==> config.mk <==
export PLATFORM = sky130hd
export DESIGN_NAME = tone_sequencer
export DESIGN_NICKNAME = d
export VERILOG_FILES = /design/src/rtl/tone_sequencer.sv
export SDC_FILE = /design/constraint.sdc
export NUM_CORES = 1
export LEC_CHECK = 0
export CAP_MARGIN = 20
export CORE_MARGIN = 4
export CORE_UTILIZATION = 64
export CTS_BUF_LIST = sky130_fd_sc_hd__clkbuf_2
export CTS_CLUSTER_SIZE = 20
export DETAILED_ROUTE_END_ITERATION = 12
export GPL_TIMING_DRIVEN = 0
export MAX_ROUTING_LAYER = met4
export PLACE_DENSITY = 0.89
export SYNTH_ARGS = -nofsm -noshare
export SYNTH_HDL_FRONTEND = slang
export SYNTH_SLANG_ARGS = --single-unit
==> constraint.sdc <==
create_clock -name clk -period 2.8 [get_ports clk]
set_input_delay 0.56 -clock clk [delete_from_list [all_inputs] [get_ports clk]]
set_output_delay 0.56 -clock clk [all_outputs]
set_load 0.01 [all_outputs]
==> src/rtl/tone_sequencer.sv <==
// Square-wave note sequencer for the mono audio amplifier: plays one ROM sequence per request.
// Optional TONE_SEQ_REPEAT_EN: sound 2 loops while req is held at the end of each pass.
module tone_sequencer #(
   parameter int NOTE_TICKS = 12_500_000,
   parameter int TONE_SHIFT = 0,
   parameter int HP_W       = 18
) (
   input  logic       clk,
   input  logic       rst,
   input  logic       req,
   input  logic [1:0] sound_id,
   output logic       busy,
   output logic       done,
   output logic       audio,
   output logic       gain,
   output logic       notshutdown
);

   localparam int NC_W = (NOTE_TICKS > 1) ? $clog2(NOTE_TICKS) : 1;
   localparam logic [NC_W-1:0] NOTE_LAST = NC_W'(NOTE_TICKS - 1);

   // Note codes double as indices into the half-period table.
   localparam logic [1:0] N_C5 = 2'd0;
   localparam logic [1:0] N_E5 = 2'd1;
   localparam logic [1:0] N_G5 = 2'd2;
   localparam logic [1:0] N_C6 = 2'd3;
   localparam int ROM_BASE [4] = '{95602, 75873, 63776, 47755};

   typedef enum logic [1:0] {
      IDLE   = 2'd0,
      PLAY   = 2'd1,
      FINISH = 2'd2
   } state_t;

   state_t            state_reg, state_next;
   logic [1:0]        id_reg, id_next;
   logic [1:0]        note_idx_reg, note_idx_next;
   logic [NC_W-1:0]   note_cnt_reg, note_cnt_next;
   logic [HP_W-1:0]   hp_cnt_reg, hp_cnt_next;
   logic              audio_reg, audio_next;

   logic [HP_W-1:0]   hp_last_tab [4];
   logic [1:0]        note_code;
   logic [1:0]        last_idx;
   logic [HP_W-1:0]   hp_last;
   logic              note_end;
   logic              last_note;

   genvar gi;
   generate
      for (gi = 0; gi < 4; gi++) begin : g_hp
         localparam int HP_VAL = ROM_BASE[gi] >> TONE_SHIFT;
         assign hp_last_tab[gi] = HP_W'(HP_VAL - 1);
      end
   endgenerate

   // Sequence ROM: note code for the current index and the index of the final note.
   always_comb begin
      note_code = N_C5;
      last_idx  = 2'd0;
      case (id_reg)
         2'd0: begin
            last_idx  = 2'd0;
            note_code = N_C6;
         end
         2'd1: begin
            last_idx = 2'd2;
            case (note_idx_reg)
               2'd0:    note_code = N_C5;
               2'd1:    note_code = N_E5;
               default: note_code = N_G5;
            endcase
         end
         2'd2: begin
            last_idx  = 2'd3;
            note_code = note_idx_reg[0] ? N_C5 : N_G5;
         end
         default: begin
            last_idx = 2'd3;
            case (note_idx_reg)
               2'd0:    note_code = N_C5;
               2'd1:    note_code = N_E5;
               2'd2:    note_code = N_G5;
               default: note_code = N_C6;
            endcase
         end
      endcase
   end

   assign hp_last   = hp_last_tab[note_code];
   assign note_end  = (note_cnt_reg == NOTE_LAST);
   assign last_note = (note_idx_reg == last_idx);

   always_ff @(posedge clk or posedge rst) begin
      if (rst) begin
         state_reg    <= IDLE;
         id_reg       <= 2'd0;
         note_idx_reg <= 2'd0;
         note_cnt_reg <= '0;
         hp_cnt_reg   <= '0;
         audio_reg    <= 1'b0;
      end else begin
         state_reg    <= state_next;
         id_reg       <= id_next;
         note_idx_reg <= note_idx_next;
         note_cnt_reg <= note_cnt_next;
         hp_cnt_reg   <= hp_cnt_next;
         audio_reg    <= audio_next;
      end
   end

   always_comb begin
      state_next    = state_reg;
      id_next       = id_reg;
      note_idx_next = note_idx_reg;
      note_cnt_next = note_cnt_reg;
      hp_cnt_next   = hp_cnt_reg;
      audio_next    = audio_reg;
      busy          = 1'b0;
      done          = 1'b0;
      notshutdown   = 1'b0;
      case (state_reg)
         IDLE: begin
            audio_next = 1'b0;
            if (req) begin
               id_next       = sound_id;
               note_idx_next = 2'd0;
               note_cnt_next = '0;
               hp_cnt_next   = '0;
               state_next    = PLAY;
            end
         end
         PLAY: begin
            busy        = 1'b1;
            notshutdown = 1'b1;
            if (note_end) begin
               // Note boundary wins over a coincident half-period toggle.
               note_cnt_next = '0;
               hp_cnt_next   = '0;
               audio_next    = 1'b0;
               if (!last_note) begin
                  note_idx_next = note_idx_reg + 2'd1;
               end
`ifdef TONE_SEQ_REPEAT_EN
               else if (id_reg == 2'd2 && req) begin
                  note_idx_next = 2'd0;
               end
`endif
               else begin
                  state_next = FINISH;
               end
            end else begin
               note_cnt_next = note_cnt_reg + 1'b1;
               if (hp_cnt_reg == hp_last) begin
                  hp_cnt_next = '0;
                  audio_next  = ~audio_reg;
               end else begin
                  hp_cnt_next = hp_cnt_reg + 1'b1;
               end
            end
         end
         FINISH: begin
            busy       = 1'b1;
            done       = 1'b1;
            audio_next = 1'b0;
            state_next = IDLE;
         end
         default: begin
            state_next = IDLE;
         end
      endcase
   end

   assign audio = audio_reg;
   assign gain  = 1'b1;

endmodule

# Yosys cells after proc, flatten, opt, wreduce, memory -nomap -nowiden
# Index checks and enable logic that the tools add are counted.
# totals
reg_bits	49
input_bits	5
# classes
addsub	3
n_lt_le_gt_ge	1
eq_ne	14
muxes	29
bitwise_logic	2
reduce_logical	12
# ops
op	n
two-way mux 18 bit	5
two-way mux 24 bit	2
one-hot mux 24 bit (2 select lines)	1
binary-select mux 18 bit (select 2 bit)	1
one-hot mux 18 bit (2 select lines)	1
adder 24 x 1 -> 24 bit, second input constant	1
equality test 24 bit, second input constant	1
adder 18 x 1 -> 18 bit, second input constant	1
equality test 18 bit	1
one-hot mux 2 bit (2 select lines)	4
two-way mux 2 bit	7
one-hot mux 2 bit (3 select lines)	2
inequality test 2 bit, second input constant	4
equality test 2 x 1 -> 1 bit, second input constant	3
equality test 2 bit, second input constant	3
zero test 2 bit	3
AND reduction 2 bit	3
two-way mux 1 bit	5
AND reduction 4 bit	1
nonzero test 2 bit	2
OR reduction 2 bit	2
greater-or-equal comparator 3 bit, second input constant	1
inequality test 3 bit, second input constant	1
NOT 2 -> 3 bit	1
5 further kinds	5

# Logic depth before layout (Yosys ltp)
# Gate-level depths: netlist of run 1.
# depth
depth_word	11
depth_mapped	8

# Worst setup path before layout of run 1
# Ideal clock, no wire load.
# synth_timing
path_kind	register -> register
from	register note_idx_reg[1]
to	register audio_reg (netlist: audio)
setup_ns	0.132
arrival_ns	2.261
setup_slack_ns	0.408
path_stages_with_launch	9
path_buffers	0
path_cell_list	dfrtp_1 -> inv_1 -> ha_1 -> or3_4 -> and3_4 -> o2111a_1 -> o2111ai_4 -> nor3_1 -> or3b_1
# synth_via
elab_chain_len	10
# synth_lines
item	line	source
start: declaration	37	logic [1:0] note_idx_reg, note_idx_next;
start signal: assignment	105	note_idx_reg <= note_idx_next;
equality test 2 bit, or another cell as far along	80	case (note_idx_reg)
one-hot mux 2 bit (3 select lines) or one-hot mux 2 bit (2 select lines) (tied branches)	80, 68	
one-hot mux 2 bit (3 select lines) (*)	61	case (id_reg)
NOT 2 -> 3 bit (not written as such) (*)	90	assign hp_last = hp_last_tab[note_code];
binary-select mux 18 bit (select 2 bit) (*)	90	
two-way mux 18 bit (not written as such) (*) (2 in a row)	90	
equality test 18 bit (*)	154	if (hp_cnt_reg == hp_last) begin
inequality test 3 bit (no source line) (*)	-	
AND reduction 2 bit (no source line) (*)	-	
end signal: assignment	108	audio_reg <= audio_next;
end: declaration	40	logic audio_reg, audio_next;
# Every way passes the cells marked *; elsewhere a longest branch is shown, timed or not. The select of a mux whose other input is x is not followed.
# A chain may end at the register's enable or synchronous reset.

# Final worst setup path of run 1
# Same ends and word-level chain as after synthesis.

==> results.toml, run 1 <==
[worst_setup_path]
worst-path-buf-inv = 1
critPathRequiredTime_ps = 3130
critPathMaxFanout = 10
worstPathArrival_ps = 2980
slowest_delay_ps = 460
start_kind = "register"
cpLargestDelayFamily = "simple AND/OR/NAND/NOR gates"
worstPathCellList = "inv_1, ha_1, or3_4, and3_4, o2111a_1, o2111ai_4, nor3_1, or3b_1"
slowest_stage = "dfrtp_2"
path_class = "reg -> reg"
crit_path_end_kind = "register"

[sta]
min_period_over_period_pct = 94.8
grt_setup_unrepaired = "false"
period_minus_slack_ps = 2650
finClkSkew_ps = 24.9
setup_viol = 0
hold_viol = 0
maxSlewHeadroom_pct = 46.5
drv_slew = 0
fmax_mhz = 377
tns_ps = 0
tightest_slew_ps = 795

[clock_network]
cts_root_buf = "clkbuf_2"
ctsHtreeMaxLevel = 2
cts.path.max_buffers = 2
cts_buffers = 5
clk_latency_ps = 440
clock-sinks = 49
clk_pin_slew_ps = 250
cts_tree = "done"
holdBufCountCts = 0

[cells_and_area]
multi_input_area_sq_mm = 0.00171
drive_gt1_share_pct = 7.61
diodes = 0
final_cells = 407
register_area_sq_mm = 0.00123
area_delta_synth_final_pct = 7.03
fillers = 313
largest_reg_flops = 24
layout.nets = 370

[routing]
firstDrtPassIters = 5
wl_per_cell_microns = 17.2
antenna_left = 0
routed_wl_microns = 7010
vias = 2718
drt_iter0_drc = 202
routed_via_density = 6.68
drcViolationCount = 0

[die]
die_h_microns = 76.8
die_area_sq_mm = 0.00589
die_w_microns = 76.8
start_util_pct = 67.6
ios = 10
coreArea_sq_mm = 0.00447
row_count = 24

[power]
peakVddDrop_v = 0.000595
p_leak_nw = 1.34
p_per_area_mw_per_mm2 = 734

[logic_synthesis]
ys.flop_type = "dfrtp_1"
synth-seq-area-share_pct = 40.5
synth.distinct_cells = 57
avgSynthCellArea_sq_um = 8.92
synth_edf_count = 0
ys_warn_count = 0
syn_inst = 339
synth-seq-cells = 49
async_reset_ff_share_pct = 100
synth_area_sq_mm = 0.00303
synth_nets = 354

[global_routing]
grt_pass1_vias = 2566
antenna_found_initial = 0
grtUsageTotal_pct = 25.2
grt_pass1_wl_microns = 11900
grt.overflow.total = 0
grt_max_degree = 37

[placement]
portBuffers = 8
post-place-cells = 400
gp_congestion = 0.907
dp_hpwl_microns = 4870

[status]
outcome = "finished, final reports clean"

[hold_path]
holdCritPathClass = "in -> async"

[flow_run]
drv_cap = 0
## layout make-up
type / count / area share, %
repair buffers: 9 / 3.09
clock buffers: 6 / 0.927
inverters: 11 / 1.28
clock inverters: 1 / 0.116
multi-input cells: 268 / 52.9
plain buffers: 11 / 1.74
flip-flops and latches: 49 / 37.9
well taps: 52 / 2.01
## where the power goes
| group | total (W) | switching [W] | internal, W | leakage (nW) |
|---|---|---|---|---|
| clock | 0.000280 | 0.000222 | 0.0000581 | 0.0265 |
| combinational | 0.00108 | 0.000704 | 0.000378 | 0.643 |
| sequential | 0.00102 | 0.000181 | 0.000834 | 0.666 |
| total | 0.00238 | 0.00111 | 0.00127 | 1.34 |
## cells by family after synthesis
family / after synthesis / share of synthesized area [%]
AND/OR/NAND/NOR: 158 / 27.8
AO/OA/AOI/OAI: 79 / 18.0
flip-flops: 49 / 40.5
buffers and inverters: 22 / 3.23
XOR/XNOR: 15 / 4.34
adder cells (fa/ha/maj): 10 / 4.14
multiplexers: 5 / 1.86
other: 1 / 0.124
## cells in the mapped netlist, types with 6 or more instances
library cell	instances	area share, %
o211ai_1	15	3.7
dfrtp_1	49	41
nor3_1	6	0.99
o21ai_0	25	4.1
a21oi_1	8	1.3
clkbuf_1	6	0.74
nand3_1	20	3.3
nand2_1	47	5.8
or3_1	8	1.7
inv_1	11	1.4
xor2_1	10	2.9
and4_1	8	2.3
nor2_1	25	3.1
and3_1	12	2.5
ha_1	10	4.1
## final timing paths
path / startpoint / end / slack, ps / depth (start not counted)
min in group clk: note_cnt_reg[23]$_DFFE_PP0P_ / note_cnt_reg[23]$_DFFE_PP0P_ / 510 / 1
min: rst / hp_cnt_reg[12]$_DFFE_PP0P_ / 350 / 2
max: note_idx_reg[1]$_DFFE_PP0P_ / audio$_DFFE_PP0P_ / 150 / 8
max reg2reg: note_idx_reg[1]$_DFFE_PP0P_ / audio$_DFFE_PP0P_ / 150 / 8
min reg2reg: note_cnt_reg[23]$_DFFE_PP0P_ / note_cnt_reg[23]$_DFFE_PP0P_ / 510 / 1
max in group asynchronous: rst / note_idx_reg[1]$_DFFE_PP0P_ / 1910 / 3
## per-layer routing
metal / wire length, microns / up-vias / share of wire [%] / GRT usage (%)
li1: - / 1284 / - / -
met1: 3100 / 1293 / 44 / 32.6
met2: 3390 / 125 / 48 / 40.7
met3: 394 / 16 / 5.6 / 3.75
met4: 129 / 0 / 1.8 / 8.70
met5: 0 / - / 0 / -
## worst reg2reg max path, cell delays in order, from the launching register on
cell	delay (ps)
dfrtp_2	460
inv_1	110
ha_1	200
or3_4	380
and3_4	210
o2111a_1	270
o2111ai_4	440
nor3_1	130
or3b_1	370
## placed cells by master (no fill, tap or decap), types with 3 or more instances in the layout
| master | instances |
|---|---|
| xnor2_1 | 5 |
| buf_2 | 3 |
| dfrtp_1 | 47 |
| a31oi_1 | 3 |
| nor3_1 | 6 |
| nand4_1 | 5 |
| nor4b_1 | 3 |
| o21ai_0 | 24 |
| nor4_1 | 3 |
| nor2_1 | 25 |
| or4_1 | 4 |
| xor2_1 | 10 |
| ha_1 | 10 |
| o31ai_1 | 5 |
| nand2_1 | 47 |
| and3_1 | 12 |
| clkbuf_1 | 6 |
| inv_1 | 10 |
| a211oi_1 | 3 |
| and2_1 | 3 |
| o211ai_1 | 15 |
| clkdlybuf4s50_1 | 8 |
| a21oi_1 | 8 |
| clkbuf_2 | 6 |
| o221ai_1 | 4 |
| and4_1 | 8 |
| nand3_1 | 20 |
| nand2b_1 | 3 |
| or3_1 | 8 |
## timing repair
| action | CTS | global route |
|---|---|---|
| setup buffers | 0 | 0 |
| gates resized for setup | 0 | 5 |
| setup endpoints to repair | 0 | 13 |
## metrics by stage
stage | setup WS, ps | power, W | utilization, % | hold WS, ps | area [sq um]
2_1_floorplan | 408 | 0.00174 | - | 443 | 3030
3_3_place_gp | 119 | 0.00200 | 70.9 | 472 | 3170
3_5_place_dp | 65.1 | 0.00206 | 71.3 | 477 | 3190
4_1_cts | 46.9 | 0.00233 | 72.1 | 383 | 3220
5_1_grt | 1.59 | 0.00253 | 72.4 | 364 | 3240
6_report | 147 | 0.00238 | 72.4 | 349 | 3240
No activity file was read; power rests on OpenSTA's default activity.
==> run 2: changes to the inputs <==
--- a/config.mk
+++ b/config.mk
@@ -6,14 +6,14 @@
 export NUM_CORES = 1
 export LEC_CHECK = 0
 export CAP_MARGIN = 20
+export CORE_ASPECT_RATIO = 1.1
 export CORE_MARGIN = 4
 export CORE_UTILIZATION = 64
 export CTS_BUF_LIST = sky130_fd_sc_hd__clkbuf_2
 export CTS_CLUSTER_SIZE = 20
 export DETAILED_ROUTE_END_ITERATION = 12
-export GPL_TIMING_DRIVEN = 0
 export MAX_ROUTING_LAYER = met4
-export PLACE_DENSITY = 0.89
+export PLACE_DENSITY = 0.94
 export SYNTH_ARGS = -nofsm -noshare
 export SYNTH_HDL_FRONTEND = slang
 export SYNTH_SLANG_ARGS = --single-unit
==> results.toml, run 2 (synthesis gave the netlist of run 1 again) <==
[global_routing]
grt_pass1_vias = 2676
grtUsageTotal_pct = 26.3
grt_pass1_wl_microns = 12000
grt_max_degree = 23
grt.overflow.total = 0
antenna_found_initial = 0

[power]
p_per_area_mw_per_mm2 = 732
p_sw_w = 0.00109
peakVddDrop_v = 0.000626
clockPowerShare_pct = 11.2
p_seq_share_pct = 44.1
power.internal_w = 0.00129
switching_share_pct = 45.9
p_leak_nw = 1.35
comb_power_share_pct = 44.7

[routing]
met3_length_microns = 487
drt_iter0_drc = 286
drcViolationCount = 0
routed_wl_microns = 6950
antenna_left = 0
topRoutingLayerUsed = "met4"
m1WireLength_microns = 2850
wl_met2_microns = 3510
vias = 2691
firstDrtPassIters = 5
routed_via_density = 6.60
wl_per_cell_microns = 17.0

[cells_and_area]
layout_common_cells = "nand2_1, dfrtp_1, nor2_1"
layout.nets = 370
diodes = 0
area_delta_synth_final_pct = 7.32
final_core_util_pct = 73.1
drive_gt1_share_pct = 9.04
largest_reg_flops = 24
stdcell_area_sq_mm = 0.00325

[worst_setup_path]
path_class = "reg -> reg"
r2r_setup_slack_ps = 160
crit_path_end_kind = "register"
start_kind = "register"
critPathRequiredTime_ps = 3130
critPathMaxFanout = 10
worstPathArrival_ps = 2970

[clock_network]
clk_latency_ps = 420
clk_pin_slew_ps = 240
cts_buffers = 5
cts_root_buf = "clkbuf_2"
cts.path.max_buffers = 2
cts_tree = "done"
ctsHtreeMaxLevel = 2
clock-sinks = 49

[sta]
fmax_mhz = 379
period_minus_slack_ps = 2640
setup_viol = 0
min_period_over_period_pct = 94.3
hold_viol = 0
finClkSkew_ps = 28.0
tightest_slew_ps = 975
drv_slew = 0
maxSlewHeadroom_pct = 34.8
grt_setup_unrepaired = "false"
tns_ps = 0

[status]
outcome = "finished, final reports clean"

[die]
ios = 10
row_count = 25
die_h_microns = 80.1
coreArea_sq_mm = 0.00444
start_util_pct = 68.1
die_area_sq_mm = 0.00589
die_w_microns = 73.6

[hold_path]
holdCritPathClass = "in -> async"

[placement]
gp_congestion = 0.930
dpl_cell_area_sq_mm = 0.00318
portBuffers = 8
dp_hpwl_microns = 4980

[flow_run]
drv_cap = 0
run 2: cell count changes in the layout (fill, tap and decap cells not counted), sizes merged:
cell and delta:
buf +6, clkbuf -7
run 2: cell type report:
cell class              instances  area (sq um)
clock inverters                 1          5.00
multi-input cells             268          1710
well taps                      54          67.6
repair buffers                 20           170
flip-flops and latches         49          1230
clock buffers                   5          25.0
inverters                      11          41.3
fillers                       311          1190
run 2: path summary, 6_finish.rpt:
check / start / to / depth (start not counted)
max: note_idx_reg[1]$_DFFE_PP0P_ / audio$_DFFE_PP0P_ / 8
min: rst / note_idx_reg[0]$_DFFE_PP0P_ / 2
max reg2reg: note_idx_reg[1]$_DFFE_PP0P_ / audio$_DFFE_PP0P_ / 8
min reg2reg: note_cnt_reg[23]$_DFFE_PP0P_ / note_cnt_reg[23]$_DFFE_PP0P_ / 1
max in group asynchronous: rst / note_cnt_reg[10]$_DFFE_PP0P_ / 3
min in group clk: note_cnt_reg[23]$_DFFE_PP0P_ / note_cnt_reg[23]$_DFFE_PP0P_ / 1
run 2: metal layers:
| layer | vias to the layer above | global-route usage, % |
|---|---|---|
| li1 | 1278 | - |
| met1 | 1255 | 32.1 |
| met2 | 142 | 43.3 |
| met3 | 16 | 4.76 |
| met4 | 0 | 9.42 |
| met5 | - | - |
run 2: metrics by stage:
step	setup slack (ps)	total power (W)	std cells	hold WS, ps
after global routing	20.1	0.00253	408	277
after floorplan	408	0.00174	339	443
after detailed placement	143	0.00206	399	477
after CTS	115	0.00232	405	297
final	161	0.00238	408	301
after global placement	306	0.00201	399	465
run 2: worst max-delay path, cell delays in order, from the launching register on:
cell	delay (ps)
dfrtp_2	450
inv_1	100
ha_1	210
or3_4	390
and3_4	210
mux2i_1	270
o2111ai_4	280
o211ai_1	270
or3b_1	380
run 2: power by group through the flow:
| stage | logic [W] | clock network (W) | registers, W |
|---|---|---|---|
| CTS | 0.00101 | 0.000268 | 0.00104 |
| global route | 0.00116 | 0.000295 | 0.00108 |
| global placement | 0.000960 | 0 | 0.00105 |
| detailed placement | 0.00100 | 0 | 0.00106 |
| floorplan | 0.000763 | 0 | 0.000974 |
| finish | 0.00106 | 0.000265 | 0.00105 |
run 2: what timing repair did:
action,4_1_cts,5_1_grt
buffers inserted,0,3
endpoints found under the setup margin,0,14
hold buffers,0,0
resized for setup,0,4
